[src/rtl/mem_pkg.sv]
// mem_pkg: access codes, FSM/size types and lane helpers for the MEM-stage load/store unit.
package mem_pkg;

    localparam int XLEN  = 32;
    localparam int BE_W  = XLEN / 8;
    localparam int CNT_W = 8;

    localparam logic [3:0] RW_LB  = 4'b1000;
    localparam logic [3:0] RW_LH  = 4'b1001;
    localparam logic [3:0] RW_LW  = 4'b1010;
    localparam logic [3:0] RW_LBU = 4'b1100;
    localparam logic [3:0] RW_LHU = 4'b1101;
    localparam logic [3:0] RW_SB  = 4'b0001;
    localparam logic [3:0] RW_SH  = 4'b0010;
    localparam logic [3:0] RW_SW  = 4'b0011;

    typedef enum logic [1:0] {IDLE, REQ, DONE} mem_state_t;
    typedef enum logic [1:0] {BYTE, HALF, WORD} mem_size_t;

    typedef struct packed {
        logic      valid;
        logic      we;
        logic      uns;
        mem_size_t size;
    } mem_op_t;

    function automatic mem_op_t decode(input logic [3:0] code);
        case (code)
            RW_LB:   return '{1'b1, 1'b0, 1'b0, BYTE};
            RW_LH:   return '{1'b1, 1'b0, 1'b0, HALF};
            RW_LW:   return '{1'b1, 1'b0, 1'b0, WORD};
            RW_LBU:  return '{1'b1, 1'b0, 1'b1, BYTE};
            RW_LHU:  return '{1'b1, 1'b0, 1'b1, HALF};
            RW_SB:   return '{1'b1, 1'b1, 1'b0, BYTE};
            RW_SH:   return '{1'b1, 1'b1, 1'b0, HALF};
            RW_SW:   return '{1'b1, 1'b1, 1'b0, WORD};
            default: return '{1'b0, 1'b0, 1'b0, BYTE};
        endcase
    endfunction

    function automatic logic [BE_W-1:0] lanes(input mem_size_t size, input logic [1:0] off);
        return size == WORD ? 4'b1111 : size == HALF ? (off[1] ? 4'b1100 : 4'b0011) : 4'b0001 << off;
    endfunction

    function automatic logic [XLEN-1:0] lane_data(input mem_size_t size, input logic [XLEN-1:0] d);
        return size == WORD ? d : size == HALF ? {2{d[15:0]}} : {4{d[7:0]}};
    endfunction

endpackage

[src/rtl/load_align.sv]
// load_align: selects the addressed byte/halfword of a read word and sign- or zero-extends it.
module load_align
    import mem_pkg::*;
(
    input  logic [XLEN-1:0] rdata,
    input  logic [1:0]      off,
    input  mem_size_t       size,
    input  logic            uns,
    output logic [XLEN-1:0] data
);

    logic [7:0]  b;
    logic [15:0] h;

    always_comb begin
        b    = rdata[{off, 3'b000} +: 8];
        h    = off[1] ? rdata[31:16] : rdata[15:0];
        data = size == WORD ? rdata
             : size == HALF ? {{16{h[15] & ~uns}}, h}
             : {{24{b[7] & ~uns}}, b};
    end

endmodule

[src/rtl/mem_access_unit.sv]
// mem_access_unit: MEM-stage load/store unit with a single-outstanding req/ack data port.
// Define MEM_MISALIGN_TRAP_EN to fault misaligned accesses instead of forcing them aligned.
module mem_access_unit
    import mem_pkg::*;
#(
    parameter int TIMEOUT_CYCLES = 255
)(
    input  logic            clk,
    input  logic            reset,
    input  logic [XLEN-1:0] addr_in,
    input  logic [XLEN-1:0] store_data_in,
    input  logic [3:0]      read_write_in,
    output logic            mem_req,
    output logic            mem_we,
    output logic [XLEN-1:0] mem_addr,
    output logic [XLEN-1:0] mem_wdata,
    output logic [BE_W-1:0] mem_be,
    input  logic            mem_ack,
    input  logic [XLEN-1:0] mem_rdata,
    output logic            busywait,
    output logic [XLEN-1:0] load_data,
    output logic            mem_fault
);

    localparam logic [CNT_W-1:0] TMO = CNT_W'(TIMEOUT_CYCLES);

    mem_state_t      state_q, state_d;
    logic [CNT_W-1:0] cnt_q, cnt_d;
    logic            we_q, we_d;
    logic [XLEN-1:0] addr_q, addr_d;
    logic [XLEN-1:0] wdata_q, wdata_d;
    logic [BE_W-1:0] be_q, be_d;
    mem_size_t       size_q, size_d;
    logic            uns_q, uns_d;
    logic [XLEN-1:0] load_data_q, load_data_d;
    logic            fault_q, fault_d;
    mem_op_t         op;
    logic            misaligned;
    logic [XLEN-1:0] aligned;

    assign op = decode(read_write_in);

`ifdef MEM_MISALIGN_TRAP_EN
    assign misaligned = (op.size == HALF && addr_in[0]) || (op.size == WORD && addr_in[1:0] != 2'b00);
`else
    assign misaligned = 1'b0;
`endif

    load_align u_align (
        .rdata(mem_rdata),
        .off  (addr_q[1:0]),
        .size (size_q),
        .uns  (uns_q),
        .data (aligned)
    );

    always_comb begin
        state_d     = state_q;
        cnt_d       = cnt_q;
        we_d        = we_q;
        addr_d      = addr_q;
        wdata_d     = wdata_q;
        be_d        = be_q;
        size_d      = size_q;
        uns_d       = uns_q;
        load_data_d = load_data_q;
        fault_d     = 1'b0;
        busywait    = 1'b0;
        case (state_q)
            IDLE: if (op.valid) begin
                busywait = 1'b1;
                if (misaligned) begin
                    state_d     = DONE;
                    fault_d     = 1'b1;
                    load_data_d = '0;
                end else begin
                    state_d = REQ;
                    cnt_d   = '0;
                    we_d    = op.we;
                    addr_d  = addr_in;
                    wdata_d = lane_data(op.size, store_data_in);
                    be_d    = lanes(op.size, addr_in[1:0]);
                    size_d  = op.size;
                    uns_d   = op.uns;
                end
            end
            REQ: begin
                busywait = 1'b1;
                if (mem_ack) begin
                    state_d     = DONE;
                    load_data_d = aligned;
                end else begin
                    // ack on the limit cycle takes the branch above, so it wins over the abort
                    cnt_d = cnt_q + 1'b1;
                    if (cnt_d == TMO) begin
                        state_d     = DONE;
                        fault_d     = 1'b1;
                        load_data_d = '0;
                    end
                end
            end
            default: state_d = IDLE;
        endcase
    end

    always_ff @(posedge clk or posedge reset) begin
        if (reset) begin
            state_q     <= IDLE;
            cnt_q       <= '0;
            we_q        <= 1'b0;
            addr_q      <= '0;
            wdata_q     <= '0;
            be_q        <= '0;
            size_q      <= BYTE;
            uns_q       <= 1'b0;
            load_data_q <= '0;
            fault_q     <= 1'b0;
        end else begin
            state_q     <= state_d;
            cnt_q       <= cnt_d;
            we_q        <= we_d;
            addr_q      <= addr_d;
            wdata_q     <= wdata_d;
            be_q        <= be_d;
            size_q      <= size_d;
            uns_q       <= uns_d;
            load_data_q <= load_data_d;
            fault_q     <= fault_d;
        end
    end

    assign mem_req   = state_q == REQ;
    assign mem_we    = we_q;
    assign mem_addr  = {addr_q[XLEN-1:2], 2'b00};
    assign mem_wdata = wdata_q;
    assign mem_be    = be_q;
    assign load_data = load_data_q;
    assign mem_fault = fault_q;

endmodule

[config.mk]
export PLATFORM = sky130hd
export DESIGN_NAME = mem_access_unit
export DESIGN_NICKNAME = d
export VERILOG_FILES = /design/src/rtl/mem_pkg.sv /design/src/rtl/load_align.sv /design/src/rtl/mem_access_unit.sv
export SDC_FILE = /design/constraint.sdc
export NUM_CORES = 1
export LEC_CHECK = 0
export BUFFER_PORTS_ARGS = -buffer_cell sky130_fd_sc_hd__buf_2
export CAP_MARGIN = 10
export CORE_MARGIN = 5
export CORE_UTILIZATION = 30
export CTS_BUF_LIST = sky130_fd_sc_hd__clkbuf_4
export CTS_CLUSTER_DIAMETER = 200
export DETAILED_ROUTE_END_ITERATION = 10
export PLACE_DENSITY_LB_ADDON = 0.1
export SYNTH_ARGS = -nofsm -noshare
export SYNTH_HDL_FRONTEND = slang
export SYNTH_SLANG_ARGS = --single-unit
[constraint.sdc]
create_clock -name clk -period 7.8 [get_ports clk]
set_clock_uncertainty 0.1 [all_clocks]
set_input_delay 0 -clock clk [delete_from_list [all_inputs] [get_ports clk]]
set_output_delay 0 -clock clk [all_outputs]
set_load 0.02 [all_outputs]
==> results of run 1 <==
==> path summary, 6_finish.rpt <==
kind / from / end / slack (ns) / depth (start not counted)
worst max-delay path: size_q[0]$_DFFE_PP0P_ / load_data[4]$_DFFE_PP0P_ / 4.91 / 5
worst min-delay path: reset / addr_q[19]$_DFFE_PP0P_ / 0.05 / 3
worst max register to register: size_q[0]$_DFFE_PP0P_ / load_data[4]$_DFFE_PP0P_ / 4.91 / 5
worst min register to register: mem_wdata[10]$_DFFE_PP0P_ / mem_wdata[10]$_DFFE_PP0P_ / 0.38 / 2
max in group asynchronous: reset / addr_q[22]$_DFFE_PP0P_ / 6.27 / 4
min in group clk: read_write_in[1] / state_q[0]$_DFFE_PP0P_ / 0.13 / 4
==> final cells by class <==
| cell class | instances | area (um2) | share of cell area, % |
|---|---|---|---|
| Tap cell | 270 | 338 | 3.98 |
| Clock inverter | 12 | 139 | 1.63 |
| Multi-Input combinational cell | 387 | 2660 | 31.4 |
| Inverter | 36 | 138 | 1.62 |
| Antenna cell | 1 | 2.50 | 0.0295 |
| Timing Repair Buffer | 322 | 2190 | 25.7 |
| Clock buffer | 20 | 150 | 1.77 |
| Sequential cell | 115 | 2880 | 33.9 |
==> metal layers <==
layer  part of all wire, %  routed length [um]  vias to the layer above  GRT usage [%]
met5                 0.037                   7                        -              0
met4                   1.5                 285                        2           4.79
met3                   7.6                1430                       23           6.05
met2                    48                8980                      211           26.4
met1                    43                8170                     2703           20.4
li1                      -                   -                     2708              -
==> worst max-delay path, delay by kind of cell, from the launching register on <==
kind	cells	cell delay [ns]
buffers and inverters	1	0.57
AO/OA/AOI/OAI	2	0.42
flip-flops	1	0.66
AND/OR/NAND/NOR	2	1.02
==> cells by family (layout without fill, tap and decap cells) <==
logic type,Yosys count,after routing
buffers and inverters,110,390
adders and majority gates,2,2
and+or+nand+nor,130,130
other,1,3
muxes,68,68
DFF,115,115
xor gates and xnor gates,3,3
AOI/OAI and AO/OA,182,182
==> sequential cells by signal, summed over array words and instances (netlist names) <==
| name | cells |
|---|---|
| addr_q | 32 |
| size_q | 2 |
| uns_q | 1 |
| load_data | 32 |
| mem_fault | 1 |
| mem_be | 4 |
| state_q | 2 |
| mem_we | 1 |
| mem_wdata | 32 |
| cnt_q | 8 |
==> through the flow <==
step,hold WS [ns],utilization (%)
after floorplan,-0.0133,-
final,0.0505,42.3
after CTS,0.0527,42.2
after global routing,0.0853,42.3
after global placement,0.0877,35.2
after detailed placement,0.0958,35.2
==> placed cells by master (no fill, tap or decap), drive strengths merged, types with 3 or more instances in the layout <==
| cell | instances |
|---|---|
| nand4 | 9 |
| nor2 | 12 |
| nand3 | 14 |
| clkinv | 7 |
| o41ai | 3 |
| a22o | 10 |
| nand2b | 7 |
| nor3b | 4 |
| dlygate4sd3 | 112 |
| a22oi | 4 |
| o21ai | 63 |
| mux2 | 50 |
| o22ai | 15 |
| nand2 | 64 |
| o311ai | 7 |
| o21bai | 3 |
| clkbuf | 20 |
| a21oi | 29 |
| buf | 210 |
| mux2i | 17 |
| nor3 | 4 |
| bufinv | 3 |
| dfrtp | 115 |
| o211ai | 8 |
| o21a | 9 |
| inv | 36 |
| nor2b | 8 |
| o221ai | 25 |
==> power breakdown <==
part | internal (mW) | total (mW) | switching (mW) | leakage (nW)
sequential | 0.855 | 1.05 | 0.197 | 1.36
combinational | 0.519 | 1.32 | 0.797 | 2.45
clock | 0.228 | 0.459 | 0.232 | 0.153
==> results.rst, run 1 <==
.. list-table::
   :header-rows: 1

   * - Metric
     - Value
   * - Run status
     - complete, no violations
   * - Static Leak
     - 3.97 nW
   * - Critical path class
     - reg -> reg
   * - Summed instance area of the synthesized netlist
     - 6090 um2
   * - Unique cell type count in the Yosys netlist
     - 52
   * - Period minus WS final
     - 2.89 ns
   * - Height of the die
     - 152 um
   * - PortBufs
     - 204
   * - Worst Hold Class
     - in -> async
   * - Final layout net count
     - 984
   * - Die area
     - 23,200 um2
   * - Post-synthesis share of cell area spent on xor and xnor gates
     - 0.432%
   * - Synth async-reset ratio
     - 100%
   * - Average instance area after synthesis
     - 9.96 um2
   * - Instance area after placement
     - 7080 um2
   * - Cell at the root of the clock tree
     - sky130_fd_sc_hd__clkbuf_4
   * - P&R area growth vs syn
     - 39.5%
   * - Residual DRC count
     - 0
   * - Yosys top cell by area
     - sky130_fd_sc_hd__dfrtp_1
   * - Max clock buf depth
     - 2
   * - Critical path capture point type
     - flop
   * - CTS tree
     - done
   * - Weighted congestion reported at the end of routability-driven placement
     - 0.799
   * - Final setup fails
     - 0
   * - Ordered cell list for the critical path
     - nand2b_1 > nand2_1 > o221ai_1 > o311ai_1 > dlygate4sd3_1
   * - Largest fanout on the critical path
     - 24
   * - Antenna violations before repair
     - 2
   * - Average wire per cell in the routed design
     - 16.2 um
   * - Routed vias
     - 5,647
   * - DRT iter0 DRCs
     - 352
   * - Leading post-synthesis cells by cell area
     - sky130_fd_sc_hd__dfrtp_1, sky130_fd_sc_hd__mux2_2, sky130_fd_sc_hd__o21ai_0, sky130_fd_sc_hd__buf_4, sky130_fd_sc_hd__nand2_1
   * - Cells after DPL
     - 1,018
   * - Multiplexer share of the synthesized area
     - 12.4%
   * - Flip-flop cell with the highest count after synthesis
     - sky130_fd_sc_hd__dfrtp_1
   * - Post-synthesis adder-cell area fraction
     - 0.411%
   * - Seq cells post-synth
     - 115
   * - Critical path's largest stage delay
     - 0.69 ns
   * - Least-Margin Pin Slew
     - 0.780 ns
   * - Global-route wire length before repair
     - 30.9 mm
   * - Max_slew headroom
     - 48.0%
   * - Achievable frequency
     - 0.346 GHz
   * - Post-synth EDFFs
     - 0
   * - Area share of the largest cell type after synthesis
     - 47.3%
   * - Post-CTS setup-driven buffer insertion count
     - 0
   * - Data required, critical path
     - 8.11 ns
   * - Area of the core
     - 20,100 um2
   * - Fin crit share
     - 37.1%
   * - Die Span X
     - 152 um
   * - Total design power
     - 2.83 mW
   * - Ports
     - 207
   * - Initial core utilization
     - 30.3%
   * - Number of standard cells in the final layout excluding fillers
     - 1,163
   * - Post-synthesis simple-gate area fraction
     - 10.4%
   * - Ys Warns
     - 0
   * - Compound-gate portion of the synthesized area
     - 19.7%
   * - Final non-filler cell area
     - 8500 um2
   * - Pin count of the biggest net entering global routing
     - 61
   * - Number of max-cap violations
     - 0
   * - Number of hold buffers added after CTS
     - 112
   * - Number of levels in the clock H-tree
     - 4
   * - Combinational family with the most area after synthesis
     - compound AO/OA/AOI/OAI gates
   * - Worst-case vdd ir drop
     - 140 uV
   * - Filler instances
     - 1,969
   * - Cell with the most instances after synthesis
     - sky130_fd_sc_hd__dfrtp_1
   * - Register clock-pin slew on the reported worst setup and hold paths
     - 0.10 ns
   * - Most numerous cell types in the synthesized netlist
     - sky130_fd_sc_hd__dfrtp_1, sky130_fd_sc_hd__nand2_1, sky130_fd_sc_hd__o21ai_0
   * - Launching element type of the critical path
     - flop
   * - Routed wire length
     - 18.9 mm
   * - Data arrival, critical path
     - 3.20 ns
   * - Setup tns final
     - 0 ns
   * - Overall track demand over capacity in global routing
     - 16.3%
   * - Total iterations of the first detailed-routing run
     - 5
   * - Clock Latency Late Sink
     - 0.52 ns
   * - Pre-CTS worst setup slack
     - 5.15 ns
   * - Rows
     - 52
   * - Total half-perimeter wirelength after legalization and detailed placement
     - 13.3 mm
   * - Post-CTS Resized
     - 0
   * - Hold violation total from the final report
     - 0
   * - Fraction of layout cells with a size suffix above 1
     - 33.5%
   * - Number of CTS-inserted buffers
     - 17
   * - Unrepaired setup endpoints after global routing
     - no
   * - Number of global-route vias before repair
     - 5,772
   * - Max-slew violation count
     - 0
   * - Power density over the cells
     - 333 nW/um2
   * - Remaining global-route overflow
     - 0
   * - Sinks on Clock Net
     - 115
   * - Crit-path slowest cell
     - sky130_fd_sc_hd__nand2b_1
   * - Final setup margin
     - 4.91 ns
   * - Sequential-to-total area share from yosys stat
     - 47.3%
   * - Number of vias per cell
     - 4.86
   * - Syn Inst Count
     - 611
   * - Number of antenna-violating nets in the routed design
     - 0
No activity file was read; power rests on OpenSTA's default activity.
==> run 2, diff against run 1 <==
==> constraint.sdc (replaced) <==
create_clock -name clk -period 2.72 [get_ports clk]
set_clock_uncertainty 0.1 [all_clocks]
set_input_delay 0 -clock clk [delete_from_list [all_inputs] [get_ports clk]]
set_output_delay 0 -clock clk [all_outputs]
set_load 0.02 [all_outputs]
==> run 2 against run 1 <==
Critical path depth stayed put; fmax is 12% higher; hold slack better by 0.039 ns; via count is 0.14% higher; first-iteration DRC count is 20% lower; core utilization is 0.62 points higher; sequential share of layout area is 0.49 points lower; global-route usage is 0.36 points higher; flip-flop and latch count stayed put; clock power grew to 3.0 times the previous value; critical path type unchanged; critical endpoint is now load_data[7]$_DFFE_PP0P_; largest power group unchanged.
==> results.rst, run 2 (same netlist as run 1, synthesis figures left out) <==
.. list-table::
   :header-rows: 1

   * - Metric
     - Value
   * - Die Span X
     - 152 um
   * - Final layout net count
     - 992
   * - Run status
     - complete, no violations
   * - Most common cell after layout, fill and taps aside
     - sky130_fd_sc_hd__buf_2
   * - Period minus WS final
     - 2.57 ns
   * - Final setup fails
     - 0
   * - Pin count of the biggest net entering global routing
     - 54
   * - Sinks on Clock Net
     - 115
   * - Hold violation total from the final report
     - 0
   * - Fin crit share
     - 94.6%
   * - Register clock-pin slew on the reported worst setup and hold paths
     - 0.12 ns
   * - Commonest cells after routing, fill and taps aside
     - sky130_fd_sc_hd__buf_2, sky130_fd_sc_hd__dfrtp_1, sky130_fd_sc_hd__dlygate4sd3_1, sky130_fd_sc_hd__o21ai_0, sky130_fd_sc_hd__nand2_1
   * - Cell at the root of the clock tree
     - sky130_fd_sc_hd__clkbuf_4
   * - Initial core utilization
     - 30.3%
   * - Max_slew headroom
     - 40.1%
   * - Global-route wire length before repair
     - 31.6 mm
   * - Ordered cell list for the critical path
     - nor2b_1 > nor2_1 > o221ai_1 > dlygate4sd3_1 > nand3_1
   * - Largest fanout on the critical path
     - 18
   * - DRT iter0 DRCs
     - 282
   * - Worst hold slack
     - 0.0896 ns
   * - Unrepaired setup endpoints after global routing
     - no
   * - Data arrival, critical path
     - 2.89 ns
   * - Routed wire length
     - 19.7 mm
   * - Pre-CTS worst setup slack
     - 0.373 ns
   * - Crit-path slowest cell
     - sky130_fd_sc_hd__dfrtp_1
   * - Max clock buf depth
     - 2
   * - Final standard cell utilization of the core
     - 42.9%
   * - Power density over the cells
     - 955 nW/um2
   * - Total iterations of the first detailed-routing run
     - 5
   * - Rows
     - 52
   * - Fraction of layout cells with a size suffix above 1
     - 34.4%
   * - Critical path capture point type
     - flop
   * - Remaining global-route overflow
     - 0
   * - Launching element type of the critical path
     - flop
   * - Ports
     - 207
   * - Die area
     - 23,200 um2
   * - Number of global-route vias before repair
     - 5,813
   * - CTS tree
     - done
   * - Setup tns final
     - 0 ns
   * - Static Leak
     - 4.04 nW
   * - Final setup margin
     - 0.146 ns
   * - Family of cells with the greatest summed delay on the critical path
     - simple AND/OR/NAND/NOR gates
   * - Critical path's largest stage delay
     - 0.76 ns
   * - P&R area growth vs syn
     - 41.6%
   * - Achievable frequency
     - 0.389 GHz
   * - Data required, critical path
     - 3.04 ns
   * - Total design power
     - 8.23 mW
   * - Number of levels in the clock H-tree
     - 4
   * - Worst-case vdd ir drop
     - 424 uV
   * - Cells after DPL
     - 1,025
   * - Number of buffers and inverters on the critical path
     - 1
   * - Max-slew violation count
     - 0
   * - Overall track demand over capacity in global routing
     - 16.7%
   * - Final non-filler cell area
     - 8620 um2
   * - Average wire per cell in the routed design
     - 16.8 um
   * - Antenna violations before repair
     - 1
   * - PortBufs
     - 204
   * - Area of the core
     - 20,100 um2
   * - Number of cells on the worst reg-to-reg path
     - 5
   * - Height of the die
     - 152 um
   * - Critical path class
     - reg -> reg
   * - Number of standard cells in the final layout excluding fillers
     - 1,171
   * - Clock Latency Late Sink
     - 0.52 ns
   * - Number of vias per cell
     - 4.83
   * - Least-Margin Pin Slew
     - 0.896 ns
   * - Residual DRC count
     - 0
   * - Number of CTS-inserted buffers
     - 17
   * - Routed vias
     - 5,655
   * - Total half-perimeter wirelength after legalization and detailed placement
     - 13.9 mm
   * - Weighted congestion reported at the end of routability-driven placement
     - 0.834
   * - Levels on crit path
     - 5
   * - Worst Hold Class
     - in -> async
   * - Number of max-cap violations
     - 0
   * - Number of antenna-violating nets in the routed design
     - 0
   * - Instance area after placement
     - 7170 um2
-- run 2: changes by cell type in the layout (fill, tap and decap cells not counted), moves of 2 or more --
cell,delta
sky130_fd_sc_hd__buf_12,+3
sky130_fd_sc_hd__buf_4,+4
sky130_fd_sc_hd__inv_6,+2
sky130_fd_sc_hd__clkbuf_4,-3
sky130_fd_sc_hd__clkinv_4,+4
sky130_fd_sc_hd__clkinvlp_4,+2
sky130_fd_sc_hd__clkinv_1,-3
-- run 2: repair_timing --
action / in CTS / in global routing
setup endpoints to repair: 0 / 1
buffers inserted: 0 / 0
hold buffers: 113 / 0
gates resized for setup: 0 / 1
hold endpoints to repair: 138 / 0
-- run 2: path summary, 6_finish.rpt --
check	startpoint	end	slack [ns]
hold reg to reg	mem_wdata[9]$_DFFE_PP0P_	mem_wdata[9]$_DFFE_PP0P_	0.39
max in group asynchronous	reset	cnt_q[7]$_DFFE_PP0P_	1.68
hold / removal	reset	addr_q[5]$_DFFE_PP0P_	0.09
setup reg to reg	size_q[1]$_DFFE_PP0P_	load_data[7]$_DFFE_PP0P_	0.15
setup / recovery	size_q[1]$_DFFE_PP0P_	load_data[7]$_DFFE_PP0P_	0.15
min in group clk	addr_in[8]	addr_q[8]$_DFFE_PP0P_	0.13
-- run 2: layer usage --
metal / wire length [um] / track usage [%]
met5: 0 / 0
met2: 9570 / 27.5
met4: 370 / 5.22
met3: 1390 / 5.54
met1: 8340 / 20.8
-- run 2: final cells by class --
type / instances / area (um2)
fill: 2000 / 11500
sequential: 115 / 2880
multi-input combinational: 387 / 2670
timing repair buffer: 330 / 2290
tap: 270 / 338
clock inverter: 15 / 183
inverter: 36 / 139
clock buffer: 17 / 128
antenna: 1 / 2.50
-- run 2: where the power goes --
group	internal, mW	total, mW	switching (mW)	leakage (nW)
clock network	0.643	1.38	0.740	0.156
registers	2.45	3.00	0.549	1.36
logic	1.51	3.85	2.34	2.52
total	4.60	8.23	3.63	4.04
-- run 2: worst reg2reg max path: cells and delay by family (launching register included) --
family,cells,cell delay [ns]
AO/OA/AOI/OAI,1,0.22
buffers and inverters,1,0.58
flip-flops,1,0.76
AND/OR/NAND/NOR,3,0.83
==> run 3, diff against run 2 <==
--- a/config.mk
+++ b/config.mk
@@ -11,7 +11,9 @@
 export CORE_UTILIZATION = 30
 export CTS_BUF_LIST = sky130_fd_sc_hd__clkbuf_4
 export CTS_CLUSTER_DIAMETER = 200
+export CTS_CLUSTER_SIZE = 20
 export DETAILED_ROUTE_END_ITERATION = 10
+export GPL_TIMING_DRIVEN = 0
 export PLACE_DENSITY_LB_ADDON = 0.1
 export SYNTH_ARGS = -nofsm -noshare
 export SYNTH_HDL_FRONTEND = slang
==> run 3 against run 2 <==
Clock power rose by 12%; wire length up 5.0%; critical endpoint unchanged; setup slack got worse by 0.035 ns; largest cell class unchanged; hold slack lost 0.0067 ns; clock-buffer cell count did not move; core utilization grew 1.5 points; total power rose by 6.6%; final cell count increased by 4.9%; critical path type unchanged.
==> results.rst, run 3 (same netlist as run 1, synthesis figures left out) <==
.. list-table::
   :header-rows: 1

   * - Metric
     - Value
   * - Run status
     - complete, no violations
   * - Unrepaired setup endpoints after global routing
     - no
   * - Commonest cells after routing, fill and taps aside
     - sky130_fd_sc_hd__buf_2, sky130_fd_sc_hd__dfrtp_1, sky130_fd_sc_hd__dlygate4sd3_1, sky130_fd_sc_hd__o21ai_0, sky130_fd_sc_hd__nand2_1
   * - DRT iter0 DRCs
     - 368
   * - Final setup margin
     - 0.111 ns
   * - Initial core utilization
     - 30.3%
   * - Instance area after placement
     - 7490 um2
   * - Data required, critical path
     - 3.05 ns
   * - Static Leak
     - 4.21 nW
   * - Clock Power Share
     - 17.6%
   * - Max clock buf depth
     - 2
   * - Register clock-pin slew on the reported worst setup and hold paths
     - 0.12 ns
   * - Die Span X
     - 152 um
   * - Data arrival, critical path
     - 2.93 ns
   * - Hold violation total from the final report
     - 0
   * - Clock Latency Late Sink
     - 0.53 ns
   * - Family of cells with the greatest summed delay on the critical path
     - simple AND/OR/NAND/NOR gates
   * - Final setup fails
     - 0
   * - Number of vias per cell
     - 4.89
   * - Number of CTS-inserted buffers
     - 17
   * - Proportion of total power due to net switching
     - 43.3%
   * - Weighted congestion reported at the end of routability-driven placement
     - 0.864
   * - Combinational power share
     - 48.9%
   * - Critical path class
     - reg -> reg
   * - Pre-CTS worst setup slack
     - 0.288 ns
   * - Fin crit share
     - 95.9%
   * - Filler instances
     - 1,978
   * - Crit-path slowest cell
     - sky130_fd_sc_hd__dlygate4sd3_1
   * - Number of standard cells in the final layout excluding fillers
     - 1,228
   * - Launching element type of the critical path
     - flop
   * - Number of global-route vias before repair
     - 6,123
   * - Remaining global-route overflow
     - 0
   * - Number of buffers and inverters on the critical path
     - 1
   * - Overall track demand over capacity in global routing
     - 17.5%
   * - Worst-case vdd ir drop
     - 484 uV
   * - Pin count of the biggest net entering global routing
     - 41
   * - PortBufs
     - 203
   * - Cell at the root of the clock tree
     - sky130_fd_sc_hd__clkbuf_4
   * - Number of levels in the clock H-tree
     - 4
   * - Routed wire length
     - 20.7 mm
   * - Residual DRC count
     - 0
   * - Max-slew violation count
     - 0
   * - Height of the die
     - 152 um
   * - Antenna violations before repair
     - 1
   * - Worst Hold Class
     - in -> async
   * - Area of the core
     - 20,100 um2
   * - Power density over the cells
     - 983 nW/um2
   * - Least-Margin Pin Slew
     - 0.887 ns
   * - Routed vias
     - 6,007
   * - Max_slew headroom
     - 40.7%
   * - Power dissipated by switching net loads
     - 3.80 mW
   * - Rows
     - 52
   * - Total half-perimeter wirelength after legalization and detailed placement
     - 15.1 mm
   * - Number of antenna-violating nets in the routed design
     - 0
   * - Fraction of layout cells with a size suffix above 1
     - 36.1%
   * - Worst hold slack
     - 0.0829 ns
   * - Die area
     - 23,200 um2
   * - CTS tree
     - done
   * - Global-route wire length before repair
     - 32.9 mm
   * - Sinks on Clock Net
     - 115
   * - Cells after DPL
     - 1,087
   * - Average wire per cell in the routed design
     - 16.8 um
   * - Critical path capture point type
     - flop
   * - P&R area growth vs syn
     - 46.7%
   * - Final layout net count
     - 1,049
   * - Cell Int Power
     - 4.97 mW
   * - Final standard cell utilization of the core
     - 44.4%
   * - Ordered cell list for the critical path
     - ha_2 > or4_1 > a32o_2 > o21ai_0 > nand3_1 > dlygate4sd3_1
   * - Fraction of power consumed by sequential logic
     - 33.5%
   * - Most common cell after layout, fill and taps aside
     - sky130_fd_sc_hd__buf_2
   * - Period minus WS final
     - 2.61 ns
   * - Critical path's largest stage delay
     - 0.57 ns
   * - Largest fanout on the critical path
     - 9
   * - Achievable frequency
     - 0.383 GHz
   * - Number of max-cap violations
     - 0
   * - Final non-filler cell area
     - 8930 um2
   * - Setup tns final
     - 0 ns
   * - Ports
     - 207
   * - Total design power
     - 8.77 mW
   * - Total iterations of the first detailed-routing run
     - 6
==> run 3: cell count changes in the layout (fill, tap and decap cells not counted), moves of 2 or more <==
cell / previous run / this run
sky130_fd_sc_hd__buf_2: 204 / 211
sky130_fd_sc_hd__clkinv_4: 5 / 3
sky130_fd_sc_hd__inv_6: 2 / 6
sky130_fd_sc_hd__buf_6: 0 / 2
sky130_fd_sc_hd__clkinvlp_4: 4 / 2
sky130_fd_sc_hd__buf_1: 0 / 3
sky130_fd_sc_hd__dlygate4sd3_1: 113 / 108
sky130_fd_sc_hd__buf_4: 10 / 34
sky130_fd_sc_hd__clkbuf_1: 0 / 27
==> run 3: worst paths after layout <==
check,cells after the start,to,slack (ns),start
setup / recovery,6,load_data[7]$_DFFE_PP0P_,0.11,cnt_q[0]$_DFFE_PP0P_
hold / removal,3,load_data[14]$_DFFE_PP0P_,0.08,reset
setup reg to reg,6,load_data[7]$_DFFE_PP0P_,0.11,cnt_q[0]$_DFFE_PP0P_
hold reg to reg,2,mem_wdata[17]$_DFFE_PP0P_,0.39,mem_wdata[17]$_DFFE_PP0P_
max in group asynchronous,4,cnt_q[5]$_DFFE_PP0P_,1.73,reset
min in group clk,5,mem_wdata[31]$_DFFE_PP0P_,0.10,read_write_in[1]
==> run 3: power by group through the flow <==
stage | logic, mW | registers (mW) | clock network (mW)
6_report | 4.29 | 2.94 | 1.54
5_1_grt | 4.63 | 3.06 | 1.67
4_1_cts | 4.31 | 2.94 | 1.60
3_5_place_dp | 4.17 | 2.97 | 0
3_3_place_gp | 4.11 | 2.94 | 0
2_1_floorplan | 2.19 | 3.50 | 0
==> run 3: final cells by class <==
type	count	area [um2]	area share, %
Clock buffer	17	128	1.43
Multi-Input combinational cell	387	2660	29.8
Clock inverter	15	218	2.44
Inverter	36	139	1.56
Buffer	74	430	4.82
Antenna cell	1	2.50	0.0280
Tap cell	270	338	3.78
Timing Repair Buffer	313	2140	23.9
Sequential cell	115	2880	32.2
==> run 3: timing repair <==
| item | 4_1_cts | 5_1_grt |
|---|---|---|
| resized for setup | 0 | 3 |
| hold buffers | 108 | 0 |
| setup endpoints to repair | 0 | 1 |
| hold endpoints to repair | 139 | 0 |
| setup buffers | 0 | 0 |
==> run 3: routing by layer <==
layer	global-route usage [%]	routed length, um	share of wire, %	up-vias
met2	28.0	9810	48	234
met1	22.7	8920	43	2890
li1	-	-	-	2843
met4	6.15	451	2.2	0
met5	0	0	0	-
met3	5.28	1470	7.1	40
==> run 3: worst register-to-register path, delay by kind of cell, from the launching register on <==
| kind | cells | cell delay, ns |
|---|---|---|
| AO/OA/AOI/OAI | 2 | 0.48 |
| flip-flops | 1 | 0.48 |
| buffers and inverters | 1 | 0.57 |
| AND/OR/NAND/NOR | 2 | 0.61 |
| adder cells (fa/ha/maj) | 1 | 0.28 |
